**src/rtl/ascon_pack.sv**
```systemverilog
// Shared ASCON definitions: the 5-word permutation state and the round-constant table.
package ascon_pack;

    typedef logic [63:0] type_state [0:4];

    localparam int NUM_ROUNDS = 12;

    localparam logic [7:0] ROUND_CONST [0:NUM_ROUNDS-1] = '{
        8'hF0, 8'hE1, 8'hD2, 8'hC3, 8'hB4, 8'hA5,
        8'h96, 8'h87, 8'h78, 8'h69, 8'h5A, 8'h4B
    };

    // Out-of-range rounds yield zero so the state passes through untouched.
    function automatic logic [7:0] round_const(input logic [3:0] round);
        logic [7:0] c;
        case (round)
            4'd0:    c = ROUND_CONST[0];
            4'd1:    c = ROUND_CONST[1];
            4'd2:    c = ROUND_CONST[2];
            4'd3:    c = ROUND_CONST[3];
            4'd4:    c = ROUND_CONST[4];
            4'd5:    c = ROUND_CONST[5];
            4'd6:    c = ROUND_CONST[6];
            4'd7:    c = ROUND_CONST[7];
            4'd8:    c = ROUND_CONST[8];
            4'd9:    c = ROUND_CONST[9];
            4'd10:   c = ROUND_CONST[10];
            4'd11:   c = ROUND_CONST[11];
            default: c = 8'h00;
        endcase
        return c;
    endfunction

endpackage

```
**src/rtl/constant_add.sv**
```systemverilog
// ASCON constant-addition layer: XORs the round constant into word x2, one-cycle registered.
module constant_add
    import ascon_pack::*;
(
    input  logic       clock_i,
    input  logic       resetb_i,
    input  logic       en_i,
    input  logic [3:0] round_i,
    input  type_state  S_i,
    output type_state  S_o,
    output logic       valid_o
);

    type_state state_next;
    logic      valid_next;

    always_comb begin
        state_next = S_o;
        valid_next = 1'b0;
        if (en_i) begin
            state_next    = S_i;
            state_next[2] = S_i[2] ^ {56'd0, round_const(round_i)};
            valid_next    = 1'b1;
        end
    end

    always_ff @(posedge clock_i or negedge resetb_i) begin
        if (!resetb_i) begin
            S_o     <= '{default: '0};
            valid_o <= 1'b0;
        end else begin
            S_o     <= state_next;
            valid_o <= valid_next;
        end
    end

endmodule

```
**config.mk**
```make
export PLATFORM = sky130hd
export DESIGN_NAME = constant_add
export DESIGN_NICKNAME = d
export VERILOG_FILES = /design/src/rtl/ascon_pack.sv /design/src/rtl/constant_add.sv
export SDC_FILE = /design/constraint.sdc
export NUM_CORES = 1
export LEC_CHECK = 0
export ABC_AREA = 1
export CAP_MARGIN = 20
export CORE_AREA = 3 3 253 255
export DETAILED_ROUTE_END_ITERATION = 7
export DIE_AREA = 0 0 256 258
export PLACE_DENSITY = 0.49
export RECOVER_POWER = 25
export SYNTH_ARGS = -nofsm -noshare
export SYNTH_HDL_FRONTEND = slang
export SYNTH_SLANG_ARGS = --single-unit
```
**constraint.sdc**
```tcl
create_clock -name clock_i -period 0.8 [get_ports clock_i]
set_input_delay 0.16 -clock clock_i [delete_from_list [all_inputs] [get_ports clock_i]]
set_output_delay 0.16 -clock clock_i [all_outputs]
set_load 0.005 [all_outputs]
```
; Word level (Yosys, flattened, before mapping)
; Memories as Yosys holds them, arrays and structs flattened.
; Cells that the tools add are included.
[totals]
register_bits = 321
rom_bits = 128
inputBits = 327
out_inout_bits = 321
wordCells = 10
memories = 1
[op_classes]
n_mux = 2
bitwise = 1
[memory_table]
columns = name, words, width, rd, rd_ports_with_merged_regs, write_ports, line
row1 = (no name shown), 16, 8, 1, 0, 0, ascon_pack.sv:16  ; case (round)
[op_table]
columns = operator, n
row1 = XOR 64 x 8 -> 64 bit, 1
row2 = 2-to-1 mux 8 bit, 1
row3 = 2-to-1 mux 1 bit, 1

; Logic depth before layout (Yosys ltp)
; An unclocked memory read counts as a cell.
[depth]
depth_word = 3
depth_mapped = 6

; Worst setup path before layout
; OpenSTA, ideal clock, no wires.
[synth_path]
kind = input to register
from = in en_i
to = reg S_o[0] (netlist bit)
arrival_ns = 0.668
slack_ns = 0.015
stages = 5
path_buffers = 3
path_cell_list = buf_6 -> buf_4 -> buf_2 -> nand2_1 -> nand2_1
[synth_rtl]
columns = element, line
row1 = from (decl), constant_add.sv:7  ; input logic en_i,
row2 = to (signal assigned), constant_add.sv:32  ; S_o <= state_next;
row3 = to (decl), constant_add.sv:10  ; output type_state S_o,

; Worst setup path after layout
[layout_path]
from = reg S_o[14] (netlist bit)
to = out S_o[14] (netlist bit)
; No word-level cell between the ends.

==> impl_metrics.json <==
{
  "yosysMostFrequentCell": "nand2_1",
  "synthToLayoutAreaGrowth_pct": 71.7,
  "crit_arrival_ns": 1.08,
  "synth_area_leaders": "dfrtp_1 65%, nand2_1 29%, buf_6 2.2%",
  "ant_nets": 0,
  "detail_route.wl_per_cell_um": 15.9,
  "fin_skew_ns": 0,
  "p_sw_uw": 11000,
  "die_y_um": 258,
  "firstDrtPassIters": 5,
  "setup_viol": 572,
  "wirelength_um": 48800,
  "endpoint_kind": "primary output",
  "mappedNetlistArea_um2": 12300,
  "start_kind": "flop",
  "synth_cells": 1380,
  "rows": 91,
  "synth.net_count": 1707,
  "period_share_pct": 155,
  "clk_path_buf_depth": 3,
  "hp-class": "input pin to flop",
  "synth_flop_cell": "dfrtp_1",
  "status": "finished, violations left",
  "drv_cap": 0,
  "layout-drive-gt1-share_pct": 27.2,
  "final_max_slew_viol_count": 0,
  "ios": 648,
  "power.share.switching_pct": 24.8,
  "numCtsBuffers": 39,
  "drc_errors": 0,
  "slowest_stage": "dfrtp_1",
  "yosys.cell_types.count": 10,
  "cp_max_fo": 2,
  "nFillCells": 6575,
  "vias": 11800,
  "htreeDepth": 2,
  "synth_top_area_share_pct": 65.2,
  "timing_worst_setup_path_type": "flop to primary output",
  "power_frac_comb_pct": 17.0,
  "synth-edff-count": 0,
  "crit_path_cell_trace": "buf_2",
  "fin_nets": 2528,
  "cts_tree": "built",
  "worstMarginPinSlew_ns": 0.511,
  "synth_seq_cells": 321,
  "grt_pass1_vias": 12300,
  "syn_avg_cell_area_um2": 8.92,
  "fin_crit_ns": 1.24,
  "dieArea_um2": 66000,
  "grt_max_degree": 66,
  "clock_sinks": 321,
  "worst_slack_ns": -0.441,
  "antenna_found_initial": 1,
  "dr.first_iter.drc_count": 621,
  "irDropWorstVdd_v": 0.00127,
  "dieWidth_um": 256,
  "power_uw": 44400,
  "slew_headroom_pct": 65.9,
  "power.leakage_uw": 0.0112,
  "clock_latency_ns": 0.53,
  "p_per_area_nw_per_um2": 2100,
  "synth_common_cells": "963 x nand2_1, 321 x dfrtp_1, 34 x buf_2",
  "p_int_uw": 33400,
  "start_util_pct": 19.9,
  "yosysSeqAreaShare_pct": 65.2,
  "dp_hpwl_um": 36200,
  "rsz0062_at_grt": "true",
  "synthArstFlopShare_pct": 100,
  "grt_pass1_wl_um": 74100,
  "worst-path-buf-inv": 1,
  "grt.total_usage_pct": 14.2,
  "clock-root-buffer": "clkbuf_16",
  "vias_per_cell": 3.84,
  "power_frac_clock_pct": 41.4,
  "coreArea_um2": 61800,
  "globalRouteOverflowTotal": 0,
  "pwr-share-seq_pct": 41.6,
  "synth_largest_area_cell": "dfrtp_1",
  "cp.required_ns": 0.64,
  "fmaxAchievable_mhz": 806,
  "clk_pin_slew_ns": 0.06,
  "hold_viol": 0,
  "gp_congestion": 0.804,
  "ys_warn_count": 0,
  "critical_path.top_delay_family": "flip-flops",
  "hold_ws_ns": 0.0274,
  "port_buffers": 647,
  "slowest_delay_ns": 0.40,
  "failed_checks": "negative setup slack"
}
-- power groups by stage --
stage	registers [µW]	clock network, µW	logic [µW]
4_1_cts	18500	19100	7420
3_5_place_dp	18800	0	8320
3_3_place_gp	18700	0	8300
2_1_floorplan	18800	0	1860
6_report	18500	18400	7570
5_1_grt	18600	19900	8390
-- sequential cells by signal, summed over array words and instances (netlist names) --
register,cells
S_o,320
valid_o,1
-- cell families (layout without fill, tap and decap cells) --
group | Yosys count | in the layout | share of synthesized area (%)
xor+xnor | 2 | 2 | 0.142
flops | 321 | 321 | 65.2
other cells | 0 | 1 | 0
compound gates | 2 | 2 | 0.122
buf+inv | 80 | 925 | 4.66
simple gates | 975 | 975 | 29.8
-- cell usage in the layout (no fill, tap or decap) --
| master | synthesis | final |
|---|---|---|
| buf_12 | 0 | 19 |
| buf_16 | 0 | 1 |
| buf_2 | 34 | 289 |
| buf_4 | 13 | 152 |
| buf_6 | 24 | 53 |
| bufinv_16 | 0 | 5 |
| clkbuf_1 | 0 | 14 |
| clkbuf_16 | 0 | 42 |
| clkbuf_2 | 0 | 4 |
| clkbuf_4 | 0 | 2 |
| clkbuf_8 | 0 | 6 |
| clkdlybuf4s50_1 | 0 | 324 |
| clkinv_2 | 0 | 2 |
| clkinvlp_4 | 0 | 1 |
| dfrtp_1 | 321 | 321 |
| diode_2 | 0 | 1 |
| dlygate4sd3_1 | 0 | 2 |
| inv_1 | 8 | 8 |
| inv_8 | 0 | 1 |
| nand2_1 | 963 | 934 |
| nand2_2 | 0 | 29 |
| nand3_1 | 12 | 12 |
| o21bai_1 | 2 | 2 |
| xnor2_1 | 2 | 2 |
-- path summary, 6_finish.rpt --
kind,startpoint,endpoint,slack [ns],depth (start not counted)
setup / recovery,S_o[14],S_o[14],-0.44,1
hold / removal,en_i,S_o[109],0.03,4
setup reg to reg,S_o[132],S_o[132],-0.14,5
hold reg to reg,S_o[205],S_o[205],0.46,2
max in group asynchronous,resetb_i,S_o[6],-0.08,4
min in group asynchronous,resetb_i,S_o[141],0.35,3
-- layer usage --
metal  vias up  share of wire (%)  GRT usage [%]
li1       5770                  -              -
met1      5469                 40           16.5
met2       446                 49           24.5
met3        75                8.6           5.24
met4         0                2.6           4.17
met5         -                  0              0
-- stage by stage --
step / std cells / setup TNS (ns) / cell area (µm²) / setup slack, ns / utilization, %
2_1_floorplan: 1380 / 0 / 12300 / 0.0154 / -
3_3_place_gp: 2902 / -127.40 / 20500 / -0.422 / 33.2
3_5_place_dp: 2902 / -126.17 / 20500 / -0.405 / 33.2
4_1_cts: 3027 / -253.69 / 20800 / -0.495 / 33.6
5_1_grt: 3063 / -184.75 / 21100 / -0.506 / 34.2
6_report: 3063 / -140.09 / 21100 / -0.441 / 34.2
-- cell type report --
| class | instances | area, µm² | area share (%) |
|---|---|---|---|
| clock inverters | 8 | 168 | 0.793 |
| multi-input cells | 979 | 3780 | 17.9 |
| well taps | 837 | 1050 | 4.95 |
| diodes | 1 | 2.50 | 0.0118 |
| inverters | 9 | 41.3 | 0.195 |
| flip-flops and latches | 321 | 8030 | 38.0 |
| clock buffers | 57 | 1150 | 5.42 |
| repair buffers | 851 | 6930 | 32.8 |
-- what timing repair did --
action,in CTS,in global routing
cloned,0,1
hold endpoints to repair,323,1
setup buffers,58,62
hold buffers,2,1
gates resized for setup,1305,58
setup endpoints to repair,321,641
pin swaps,0,25
(Power assumes the default switching activity.)
